### src/rtl/char_in_ctrl_if.sv
// Register bus and character-source signals of the character input controller.
// The slave modport is the controller; the master modport is the CPU/source side.
interface char_in_ctrl_if;
   logic        poll;
   logic [7:0]  key_char;
   logic        key_strobe;
   logic        reg_sel;
   logic [1:0]  reg_addr;
   logic        reg_wr;
   logic        reg_rd;
   logic [31:0] reg_wdata;
   logic [31:0] reg_rdata;
   logic        irq;

   modport master (
      input  poll, reg_rdata, irq,
      output key_char, key_strobe, reg_sel, reg_addr, reg_wr, reg_rd, reg_wdata
   );

   modport slave (
      output poll, reg_rdata, irq,
      input  key_char, key_strobe, reg_sel, reg_addr, reg_wr, reg_rd, reg_wdata
   );
endinterface

### src/rtl/char_in_ctrl.sv
// Character input controller: periodic poll scheduler, strobe-capture FIFO and
// DATA/STATUS/CTRL/PERIOD register file with a level interrupt.
module char_in_ctrl #(
   parameter int unsigned DEPTH          = 16,
   parameter int unsigned DEFAULT_PERIOD = 12000
) (
   input logic           clk,
   input logic           resetn,
   char_in_ctrl_if.slave bus
);
   localparam int unsigned AW = $clog2(DEPTH);

   localparam logic [1:0] StDisabled = 2'd0;
   localparam logic [1:0] StCount    = 2'd1;
   localparam logic [1:0] StPoll     = 2'd2;
   localparam logic [1:0] StHold     = 2'd3;

   logic [7:0]    mem [DEPTH];
   logic [AW-1:0] wr_ptr_q, wr_ptr_d, rd_ptr_q, rd_ptr_d;
   logic [AW:0]   count_q, count_d;
   logic          overflow_q, overflow_d;
   logic          poll_en_q, poll_en_d;
   logic          irq_en_q, irq_en_d;
   logic [31:0]   period_q, period_d;
   logic [31:0]   cnt_q, cnt_d;
   logic [1:0]    state_q, state_d;
   logic [31:0]   rdata_q, rdata_d;
   logic          irq_q, irq_d;

   logic rd_acc, wr_acc, full, empty, pop, push, flush, ovf_set;
   logic ctrl_wr, period_wr, status_wr;
   logic [31:0] status;

   assign rd_acc    = bus.reg_sel & bus.reg_rd;
   assign wr_acc    = bus.reg_sel & bus.reg_wr;
   assign ctrl_wr   = wr_acc && (bus.reg_addr == 2'd2);
   assign period_wr = wr_acc && (bus.reg_addr == 2'd3);
   assign status_wr = wr_acc && (bus.reg_addr == 2'd1);
   assign full      = count_q == (AW+1)'(DEPTH);
   assign empty     = count_q == '0;
   assign pop       = rd_acc && (bus.reg_addr == 2'd0) && !empty;
   assign flush     = ctrl_wr && bus.reg_wdata[2];
   // A pop in the same cycle frees the slot, so a full FIFO can still accept the push.
   assign push      = bus.key_strobe && !flush && (!full || pop);
   assign ovf_set   = bus.key_strobe && !flush && full && !pop;

   always_comb begin
      wr_ptr_d = wr_ptr_q;
      rd_ptr_d = rd_ptr_q;
      count_d  = count_q;
      if (flush) begin
         wr_ptr_d = '0;
         rd_ptr_d = '0;
         count_d  = '0;
      end else begin
         if (push) wr_ptr_d = wr_ptr_q + AW'(1);
         if (pop)  rd_ptr_d = rd_ptr_q + AW'(1);
         if (push && !pop)      count_d = count_q + (AW+1)'(1);
         else if (pop && !push) count_d = count_q - (AW+1)'(1);
      end
   end

   always_comb begin
      overflow_d = overflow_q;
      if (flush)                               overflow_d = 1'b0;
      else if (ovf_set)                        overflow_d = 1'b1;
      else if (status_wr && bus.reg_wdata[2])  overflow_d = 1'b0;
   end

   assign poll_en_d = ctrl_wr ? bus.reg_wdata[0] : poll_en_q;
   assign irq_en_d  = ctrl_wr ? bus.reg_wdata[1] : irq_en_q;
   assign period_d  = !period_wr ? period_q :
                      (bus.reg_wdata == 32'd0) ? 32'd1 : bus.reg_wdata;
   assign irq_d     = irq_en_q & (!empty | overflow_q);

   always_comb begin
      status       = '0;
      status[0]    = !empty;
      status[1]    = full;
      status[2]    = overflow_q;
      status[16:8] = 9'(count_q);
   end

   always_comb begin
      rdata_d = rdata_q;
      if (rd_acc) begin
         case (bus.reg_addr)
            2'd0:    rdata_d = empty ? 32'd0 : {23'b0, 1'b1, mem[rd_ptr_q]};
            2'd1:    rdata_d = status;
            2'd2:    rdata_d = {29'b0, 1'b0, irq_en_q, poll_en_q};
            default: rdata_d = period_q;
         endcase
      end
   end

   // The enable is taken from the next-state value so the first poll lands PERIOD
   // cycles after the CTRL write edge.
   always_comb begin
      state_d = state_q;
      cnt_d   = cnt_q;
      if (!poll_en_d) begin
         state_d = StDisabled;
         cnt_d   = '0;
      end else begin
         case (state_q)
            StDisabled: begin
               state_d = StCount;
               cnt_d   = '0;
            end
            StCount: begin
               if (period_wr)                         cnt_d = '0;
               else if (cnt_q == period_q - 32'd1)    state_d = full ? StHold : StPoll;
               else                                   cnt_d = cnt_q + 32'd1;
            end
            StPoll: begin
               state_d = StCount;
               cnt_d   = '0;
            end
            default: begin
               if (period_wr) begin
                  state_d = StCount;
                  cnt_d   = '0;
               end else if (!full) begin
                  state_d = StPoll;
               end
            end
         endcase
      end
   end

   always_ff @(posedge clk) begin
      if (push) mem[wr_ptr_q] <= bus.key_char;
   end

   always_ff @(posedge clk) begin
      if (!resetn) begin
         wr_ptr_q   <= '0;
         rd_ptr_q   <= '0;
         count_q    <= '0;
         overflow_q <= 1'b0;
         poll_en_q  <= 1'b0;
         irq_en_q   <= 1'b0;
         period_q   <= 32'(DEFAULT_PERIOD);
         cnt_q      <= '0;
         state_q    <= StDisabled;
         rdata_q    <= '0;
         irq_q      <= 1'b0;
      end else begin
         wr_ptr_q   <= wr_ptr_d;
         rd_ptr_q   <= rd_ptr_d;
         count_q    <= count_d;
         overflow_q <= overflow_d;
         poll_en_q  <= poll_en_d;
         irq_en_q   <= irq_en_d;
         period_q   <= period_d;
         cnt_q      <= cnt_d;
         state_q    <= state_d;
         rdata_q    <= rdata_d;
         irq_q      <= irq_d;
      end
   end

   assign bus.poll      = state_q == StPoll;
   assign bus.reg_rdata = rdata_q;
   assign bus.irq       = irq_q;
endmodule

### src/flat_wrapper.sv
// flat-port wrapper written by rule: the top's interface ports become plain ports
module char_in_ctrl_flat 
#(
   parameter int unsigned DEPTH          = 16,
   parameter int unsigned DEFAULT_PERIOD = 12000
)
  (clk, resetn, bus_poll, bus_reg_rdata, bus_irq, bus_key_char, bus_key_strobe, bus_reg_sel, bus_reg_addr, bus_reg_wr, bus_reg_rd, bus_reg_wdata);
  char_in_ctrl_if bus_i ();
  input logic clk;
  input logic resetn;
  output wire logic [$bits(bus_i.poll)-1:0] bus_poll;
  output wire logic [$bits(bus_i.reg_rdata)-1:0] bus_reg_rdata;
  output wire logic [$bits(bus_i.irq)-1:0] bus_irq;
  input wire logic [$bits(bus_i.key_char)-1:0] bus_key_char;
  input wire logic [$bits(bus_i.key_strobe)-1:0] bus_key_strobe;
  input wire logic [$bits(bus_i.reg_sel)-1:0] bus_reg_sel;
  input wire logic [$bits(bus_i.reg_addr)-1:0] bus_reg_addr;
  input wire logic [$bits(bus_i.reg_wr)-1:0] bus_reg_wr;
  input wire logic [$bits(bus_i.reg_rd)-1:0] bus_reg_rd;
  input wire logic [$bits(bus_i.reg_wdata)-1:0] bus_reg_wdata;
  assign bus_poll = bus_i.poll;
  assign bus_reg_rdata = bus_i.reg_rdata;
  assign bus_irq = bus_i.irq;
  assign bus_i.key_char = bus_key_char;
  assign bus_i.key_strobe = bus_key_strobe;
  assign bus_i.reg_sel = bus_reg_sel;
  assign bus_i.reg_addr = bus_reg_addr;
  assign bus_i.reg_wr = bus_reg_wr;
  assign bus_i.reg_rd = bus_reg_rd;
  assign bus_i.reg_wdata = bus_reg_wdata;
  char_in_ctrl #(.DEPTH(DEPTH), .DEFAULT_PERIOD(DEFAULT_PERIOD)) u_core (.clk(clk), .resetn(resetn), .bus(bus_i));
endmodule
### config.mk
export PLATFORM = sky130hd
export DESIGN_NAME = char_in_ctrl_flat
export DESIGN_NICKNAME = d
export VERILOG_FILES = /design/src/rtl/char_in_ctrl_if.sv /design/src/rtl/char_in_ctrl.sv /design/src/flat_wrapper.sv
export SDC_FILE = /design/constraint.sdc
export NUM_CORES = 1
export LEC_CHECK = 0
export CAP_MARGIN = 10
export CORE_MARGIN = 2
export CORE_UTILIZATION = 58
export CTS_BUF_LIST = sky130_fd_sc_hd__clkbuf_16
export DETAILED_ROUTE_END_ITERATION = 7
export PLACE_DENSITY = 0.89
export SYNTH_ARGS = -nofsm -noshare
export SYNTH_HDL_FRONTEND = slang
export SYNTH_SLANG_ARGS = --single-unit
### constraint.sdc
create_clock -name clk -period 7.8 [get_ports clk]
set_clock_uncertainty 0.15 [all_clocks]
set_input_delay 1.17 -clock clk [delete_from_list [all_inputs] [get_ports clk]]
set_output_delay 1.17 -clock clk [all_outputs]
set_load 0.005 [all_outputs]
Word-level counts from Yosys, hierarchy flattened
Memories as Yosys holds them, arrays and structs flattened. A register that Yosys moved wholly into a read port is not among the register bits.
Index checks and enable logic that the tools add are counted.
{ "op_classes": {"add_sub_neg": 6, "n_eq_ne": 11, "n_mux": 22, "bitwise": 5, "n_reduce_logical": 31} }
{ "ops": {"columns": ["operator", "n"], "rows": [
  ["$mux 32", 4],
  ["$pmux 32 s3", 1],
  ["$pmux 32 s2", 1],
  ["$add 32x1->32 const B", 1],
  ["$eq 32x32->1", 1],
  ["$logic_not 32->1", 1],
  ["$sub 32x1->32 const B", 1],
  ["$logic_and 1x1->1", 13],
  ["$mux 5", 2],
  ["$mux 9", 1],
  ["$add 4x1->4 const B", 2],
  ["$mux 2", 4],
  ["$mux 4", 2],
  ["$eq 2x2->1 const B", 3],
  ["$mux 1", 6],
  ["$add 5x1->5 const B", 1],
  ["$eq 5x5->1 const B", 1],
  ["$logic_not 1->1", 5],
  ["$logic_not 5->1", 1],
  ["$sub 5x1->5 const B", 1],
  ["$eq 2x1->1 const B", 2],
  ["$logic_not 2->1", 2],
  ["$ne 4x4->1 const B", 1],
  ["$pmux 2 s2", 1],
  ["12 further kinds", 17]
]} }
{ "totals": {"reg_bits": 115, "mem_bits_rw": 128, "in_bits": 48, "out_inout_bits": 34, "wordCells": 87, "memories": 1} }
{ "mem_list": {"columns": ["name", "depth", "width", "rd", "rd_ports_with_merged_regs", "write_ports", "line_no", "source"], "rows": [
  ["u_core.mem", 16, 8, 1, 1, 1, "char_in_ctrl.sv:18", "logic [7:0] mem [DEPTH];"]
]} }

Logic depth before layout (Yosys ltp)
Gate-level depths: netlist of the first run.
{ "logic_depth": {"ltp_word": 10, "depth_mapped": 15} }

Worst setup path after synthesis of the first run
Ideal clock, no wire load.
{ "synth_path": {"kind": "in2reg", "startpoint": "in bus_reg_addr[0]", "endpoint": "reg u_core.count_q[4]", "t_arrival_ps": 3895, "t_required_ps": 7580, "setup_slack_ps": 3685, "path_stages": 13, "cell_sequence": "clkbuf_1 > or3b_2 > nor2_1 > o211a_1 > clkbuf_1 > ha_1 > inv_1 > fa_1 > a21o_1 > a21oi_1 > xnor2_1 > or3_1 > a21oi_1"} }
{ "synth_between": {"elab_chain_len": 9} }
{ "synth_lines": {"columns": ["element", "line_no", "source"], "rows": [
  ["start, declared", "flat_wrapper.sv:17", "input wire logic [$bits(bus_i.reg_addr)-1:0] bus_reg_addr;"],
  ["$eq 2x2->1", "char_in_ctrl.sv:36", "assign ctrl_wr = wr_acc && (bus.reg_addr == 2'd2);"],
  ["$logic_and 1x1->1", "char_in_ctrl.sv:36", null],
  ["$logic_and 1x1->1", "char_in_ctrl.sv:42", "assign flush = ctrl_wr && bus.reg_wdata[2];"],
  ["$logic_not 1->1", "char_in_ctrl.sv:44", "assign push = bus.key_strobe && !flush && (!full || pop);"],
  ["$logic_and 1x1->1", "char_in_ctrl.sv:44", null],
  ["$logic_and 1x1->1 (*)", "char_in_ctrl.sv:44", null],
  ["net u_core.push", "char_in_ctrl.sv:30", "logic rd_acc, wr_acc, full, empty, pop, push, flush, ovf_set;"],
  ["$logic_not 1->1", "char_in_ctrl.sv:59", "else if (pop && !push) count_d = count_q - (AW+1)'(1);"],
  ["$logic_and 1x1->1", "char_in_ctrl.sv:59", null],
  ["$reduce_bool 2->1 (no source line)", null, null],
  ["end signal, assigned", "char_in_ctrl.sv:151", "count_q <= count_d;"],
  ["end, declared", "char_in_ctrl.sv:20", "logic [AW:0] count_q, count_d;"]
]} }
The timed path passes the listed nets; every way through them passes the cells marked *.
A chain may end at the register's enable or synchronous reset.

Worst setup path after layout of the first run
{ "layout_path": {"startpoint": "in bus_reg_addr[1]", "endpoint": "reg u_core.count_q[4]"} }
{ "layout_between": {"elab_chain_len": 9} }
{ "layout_lines": {"columns": ["element", "line_no"], "rows": [
  ["$eq 2x2->1", "char_in_ctrl.sv:36"],
  ["$logic_and 1x1->1", "char_in_ctrl.sv:36"],
  ["$logic_and 1x1->1", "char_in_ctrl.sv:42"],
  ["$logic_not 1->1", "char_in_ctrl.sv:44"],
  ["$logic_and 1x1->1 (2 in a row)", "char_in_ctrl.sv:44"],
  ["$logic_not 1->1", "char_in_ctrl.sv:59"],
  ["$logic_and 1x1->1", "char_in_ctrl.sv:59"],
  ["$reduce_bool 2->1 (no source line)", null]
]} }
Parallel ways exist; a longest one is shown, timed or not.

==> reports/qor.csv, run 1 <==
metric,value,unit
status,"complete, no violations",
fillers,1265,
final_layout_size_suffix_gt1_frac,0.1129,
slowest_delay,0.71,ns
yosysTopAreaCellShare,0.3430,
post_layout_nonfiller_instances,1279,
antenna_cells,0,
wl,29210,um
max-vdd-ir-drop,195.1,uV
clkTransAtPathRegs,0.06,ns
firstDrtPassIters,5,
synth.distinct_cells,73,
synth_edf_count,128,
ant_nets,0,
slew_headroom,0.2316,
rsz0062_at_grt,false,
slowest_stage,clkdlybuf4s50_1,
layout_common_cells,"edfxtp_1 (128), dfxtp_1 (118), nor2_1 (101)",
end_kind,flop,
synth.net_count,1011,
ctsResizeCount,0,
rows,50,
arrival,5.32,ns
clock-root-buffer,clkbuf_16,
slew_viol_final,0,
crit_family,simple AND/OR/NAND/NOR gates,
r2r-end,u_core.count_q[4],
placed_cell_area,12100,um^2
hp-class,reg -> reg,
clockBufferDepth,3,
cpMostUsedCell,a21oi_1,
drt_iter0_markers,1065,
rrSetupSlack,3.48,ns
ff2ff_path_depth,13,
max_freq,198.5,MHz
dpl.cell_count,1234,
gp_congestion,0.9119,
worstPathMaxFanout,16,
start_kind,input port,
h-tree-depth,1,
ys_async_sr_fraction,0,
syn_inst,951,
yosysWarningCount,0,
cp_data_required_time,8.08,ns
holdPathEnd,u_core.bus.reg_rdata[2],
worstHoldStart,u_core.bus.reg_rdata[2],
finalHoldWorstSlack,0.3098,ns
hold_violations,0,
fin_crit_sh,0.6458,
p_per_area,224.8,nW/um^2
tns,0,ns
worstReg2RegStart,u_core.count_q[0],
setup_viol,0,
grt_overflow,0,
syn-cell-area,11200,um^2
grt_pass1_wl,44930,um
antenna_found_initial,0,
yosysTopAreaCell,edfxtp_1,
io-pin-count,82,
grt_pass1_vias,8040,
syn_area_per_cell,11.78,um^2
final_common_cell,edfxtp_1,
io_buffers,81,
wl_per_cell,22.84,um
critPathBufInv,2,
cap_viol_max_count,0,
total_power,0.002896,W
tightestPinTransition,1.144,ns
cts.sinks,247,
core_area,18830,um^2
holdBufCountCts,0,
clock_latency,0.52,ns
track_usage,0.2882,
min_period,5.038,ns
grt_max_degree,66,
syn2layout_area_growth,14.98,%
dp_hpwl,19330,um
start_util,0.5950,
ys_seq_area_frac,0.5557,
dieArea,20450,um^2
crit_chain,"clkdlybuf4s50_1, or3b_2, nor2_1, o211a_1, ha_1, inv_1, fa_1, a21o_1, a21oi_1, xnor2_1, or3_1, a21oi_1",
stdcell_area,12880,um^2
fin_nets,1061,
post_cts.repair.setup_buffers,0,
path_class,in -> reg,
synth_top_cells_by_area,"edfxtp_1 (34%), dfxtp_1 (21%), mux4_2 (6.6%), nor2_1 (3.4%), a22oi_1 (2.7%)",
cts_inserted_buffers,24,
fp.dieW,143.0,um
cts_tree,done,
via_per_inst,6.587,
whs_path_depth,2,
synth-seq-cells,247,
vias,8425,
ys.flop_type,edfxtp_1,
p_leak,4.258,nW
die_h,143.0,um
drc,0,
==> worst register-to-register path, stage by stage (launching register included) <==
cell and delay, ns:
dfxtp_1 0.48, nor4_1 0.16, nand2b_1 0.15, or3b_2 0.50, nor2_1 0.63, o211a_1 0.47, ha_1 0.26, inv_1 0.11
fa_1 0.41, a21o_1 0.18, a21oi_1 0.19, xnor2_1 0.11, or3_1 0.31, a21oi_1 0.14
==> Yosys cell counts (7+ instances only) <==
master and number:
a211oi_1 8, a21oi_1 40, a221o_1 7, a22oi_1 40, clkbuf_1 51, dfxtp_1 119, edfxtp_1 128, ha_1 11
inv_1 12, mux2i_1 23, mux4_2 33, nand2_1 47, nand2b_1 9, nand3_1 11, nand4_1 19, nor2_1 102
nor2b_1 7, nor3_1 19, nor4_1 30, o21ai_1 8, o31ai_1 8, or3_1 33, or4_1 12, xnor2_1 32
xor2_1 25
==> worst max-delay path by stage <==
stage	from	endpoint	slack (ns)	cells after the start
CTS	bus_reg_addr[1]	u_core.count_q[4]	2.79	12
detailed placement	bus_reg_addr[1]	u_core.count_q[4]	2.32	12
global placement	bus_reg_addr[1]	u_core.count_q[4]	2.51	12
floorplan	bus_reg_addr[0]	u_core.count_q[4]	3.68	13
finish	bus_reg_addr[1]	u_core.count_q[4]	2.76	12
global route	bus_reg_addr[1]	u_core.count_q[4]	2.48	12
==> final cells by class <==
type | instances | area (um^2) | area share
clock inverters | 19 | 141.4 | 0.01098
repair buffers | 92 | 900.9 | 0.06993
flip-flops and latches | 247 | 6227 | 0.4834
multi-input cells | 624 | 4617 | 0.3584
well taps | 260 | 325.3 | 0.02525
clock buffers | 25 | 625.6 | 0.04856
inverters | 12 | 45.04 | 0.003496
==> state kept, by name, indices dropped and copies added (netlist names), named ones only <==
signal and count:
u_core.period_q 32, u_core.bus.reg_rdata 32, u_core.poll_en_q 1, u_core.overflow_q 1
u_core.bus.irq 1, u_core.irq_en_q 1, u_core.mem 128, u_core.wr_ptr_q 4
u_core.count_q 5, u_core.state_q 2, u_core.cnt_q 32, u_core.rd_ptr_q 4
==> layer usage <==
layer / vias up / wire, um / part of all wire / track usage
met1: 4039 / 11300 / 0.39 / 0.3937
li1: 3727 / - / - / -
met4: 0 / 1352 / 0.046 / 0.1100
met5: - / 0 / 0 / 0
met2: 552 / 13620 / 0.47 / 0.4659
met3: 107 / 2937 / 0.10 / 0.04829
==> per-stage QoR <==
step                  util  setup WS (ns)
global route        0.6841          2.477
finish              0.6841          2.762
CTS                 0.6833          2.792
detailed placement  0.6426          2.325
global placement    0.6426          2.513
floorplan                -          3.685
==> cells by family (layout without fill, tap and decap cells) <==
kind of cell | Yosys count | count (layout) | synth area share
simple gates | 326 | 326 | 0.1546
buf+inv | 80 | 148 | 0.03249
fa+ha+maj | 12 | 12 | 0.01407
xor+xnor | 57 | 57 | 0.04456
compound gates | 170 | 170 | 0.1088
mux | 59 | 59 | 0.08989
flops | 247 | 247 | 0.5557
==> report_power, final <==
group,switching (W),internal (W),total (W)
logic,0.000169,0.000139,0.000308
registers,0.0000447,0.00141,0.00145
clock network,0.000487,0.000647,0.00113
Power figures use the tool's default switching activity.
==> inputs of run 2 (changes only) <==
--- a/config.mk
+++ b/config.mk
@@ -7,10 +7,10 @@
 export LEC_CHECK = 0
 export CAP_MARGIN = 10
 export CORE_MARGIN = 2
-export CORE_UTILIZATION = 58
+export CORE_UTILIZATION = 53
 export CTS_BUF_LIST = sky130_fd_sc_hd__clkbuf_16
 export DETAILED_ROUTE_END_ITERATION = 7
-export PLACE_DENSITY = 0.89
+export PLACE_DENSITY = 0.86
 export SYNTH_ARGS = -nofsm -noshare
 export SYNTH_HDL_FRONTEND = slang
 export SYNTH_SLANG_ARGS = --single-unit
==> constraint.sdc (replaced) <==
create_clock -name clk -period 4.61 [get_ports clk]
set_clock_uncertainty 0.15 [all_clocks]
set_input_delay 0.6915 -clock clk [delete_from_list [all_inputs] [get_ports clk]]
set_output_delay 0.6915 -clock clk [all_outputs]
set_load 0.005 [all_outputs]
==> run 2 against run 1 <==
Worst hold slack gained 0.0053 ns. First-iteration DRC count decreased by 9.1%. Via count down 1.2%. Critical endpoint is now u_core.state_q[0]. Largest cell class unchanged.
==> reports/qor.csv, run 2 (synthesized netlist as in run 1, its figures left out) <==
metric,value,unit,change
worstReg2RegStart,u_core.period_q[0],,
p_leak,4.307,nW,+1.2%
cp_data_required_time,4.86,ns,-3.22 ns
ant_nets,0,,unchanged
rows,53,,+6.0%
crit_chain,"inv_1, ha_1, or3b_1, or4_4, nor4_4, xnor2_1, nor4_1, and4b_1, buf_4, or2_1, a41oi_1",,
cap_viol_max_count,0,,unchanged
slowest_stage,or4_4,,
via_per_inst,6.383,,-3.1%
setup_viol,0,,unchanged
slew_viol_final,0,,unchanged
cts_inserted_buffers,25,,+4.2%
min_period,3.826,ns,
io_buffers,81,,unchanged
grt_max_degree,56,,-15%
tightestPinTransition,1.070,ns,-0.07358 ns
worstHoldStart,u_core.bus.reg_rdata[1],,
worstPathMaxFanout,55,,+39
total_power,0.005005,W,+73%
hp-class,reg -> reg,,
dieArea,22320,um^2,+9.2%
p_per_area,385.0,nW/um^2,+71%
dp_hpwl,19140,um,-0.98%
max_freq,261.4,MHz,
drt_iter0_markers,968,,-9.1%
wl,29080,um,-0.43%
clock_latency,0.54,ns,+0.02 ns
grt_pass1_vias,8008,,-0.40%
start_kind,flop,,
clockBufferDepth,3,,unchanged
die_h,149.4,um,+4.5%
grt_pass1_wl,45360,um,+0.97%
placed_cell_area,12190,um^2,+0.71%
status,"complete, no violations",,
layout_common_cells,"edfxtp_1 (128), dfxtp_1 (118), nor2_1 (101)",,
core_area,20890,um^2,+11%
syn2layout_area_growth,16.04,%,
rrSetupSlack,0.78,ns,-2.70 ns
cts.sinks,247,,unchanged
slowest_delay,0.62,ns,-0.09 ns
antenna_found_initial,0,,unchanged
whs_path_depth,2,,unchanged
fp.dieW,149.4,um,+4.5%
final_common_cell,edfxtp_1,,
drc,0,,unchanged
ff2ff_path_depth,11,,-2
rsz0062_at_grt,false,,
fin_nets,1070,,+0.85%
vias,8324,,-1.2%
io-pin-count,82,,unchanged
tns,0,ns,unchanged
antenna_cells,0,,unchanged
max-vdd-ir-drop,330.8,uV,+70%
holdPathEnd,u_core.bus.reg_rdata[1],,
wl_per_cell,22.30,um,-2.3%
stdcell_area,13000,um^2,+0.92%
fin_crit_sh,0.8299,,
largest-register,u_core.mem,,
h-tree-depth,1,,unchanged
grt_overflow,0,,unchanged
firstDrtPassIters,8,,+3
slew_headroom,0.2856,,+0.05395
start_util,0.5364,,-0.05863
path_class,reg -> reg,,
r2r-end,u_core.state_q[0],,
clock-root-buffer,clkbuf_16,,
post_cts.repair.setup_buffers,0,,unchanged
hold_violations,0,,unchanged
end_kind,flop,,
cts_tree,done,,
arrival,4.08,ns,-1.24 ns
largest_reg_flops,128,,unchanged
holdBufCountCts,0,,unchanged
final_layout_size_suffix_gt1_frac,0.1166,,+0.003762
track_usage,0.2619,,-0.02636
clkTransAtPathRegs,0.06,ns,about the same
fillers,1575,,+25%
gp_congestion,0.9264,,+1.6%
ctsResizeCount,0,,unchanged
-- run 2: layout make-up --
cell class,instances,area [um^2],area share
multi-input cells,624,4617,0.3551
clock inverters,21,188.9,0.01453
flip-flops and latches,247,6227,0.4790
repair buffers,100,953.4,0.07333
well taps,275,344.1,0.02647
clock buffers,25,625.6,0.04812
inverters,12,45.04,0.003465
-- run 2: worst max-delay path by stage --
stage / from / to / slack (ns) / cells past startpoint
global route: u_core.period_q[0] / u_core.state_q[0] / 0.64 / 11
global placement: bus_reg_addr[0] / u_core.count_q[4] / 0.51 / 12
floorplan: bus_reg_addr[0] / u_core.count_q[4] / 0.97 / 13
CTS: u_core.period_q[0] / u_core.state_q[0] / 0.84 / 11
finish: u_core.period_q[0] / u_core.state_q[0] / 0.78 / 11
detailed placement: bus_reg_addr[0] / u_core.count_q[4] / 0.47 / 12
-- run 2: worst max-delay path, delay by kind of cell (launching register included) --
family                     cells  cell delay [ns]
and+or+nand+nor                6             2.16
buffers and inverters          2             0.55
DFF                            1             0.36
adders and majority gates      1             0.20
AOI/OAI and AO/OA              1             0.14
xor gates and xnor gates       1             0.09
-- run 2: report_power, final --
| part | internal (W) | switching [W] | leakage (nW) |
|---|---|---|---|
| logic | 0.000242 | 0.000282 | 1.78 |
| clock network | 0.00116 | 0.000862 | 0.410 |
| registers | 0.00238 | 0.0000764 | 2.12 |
-- run 2: through the flow --
stage	setup slack (ns)	cells	util	hold WS [ns]
after detailed placement	0.4732	1258	0.5834	0.3044
after global routing	0.6421	1304	0.6224	0.3311
after global placement	0.5075	1258	0.5834	0.2933
after floorplan	0.9732	951	-	0.2935
after CTS	0.8445	1304	0.6224	0.3163
final	0.7842	1304	0.6224	0.3151
-- run 2: routing by layer --
metal	routed length, um	global-route usage
met4	1046	0.09429
met5	0	0
met3	2897	0.04801
met1	11290	0.3537
met2	13840	0.4264
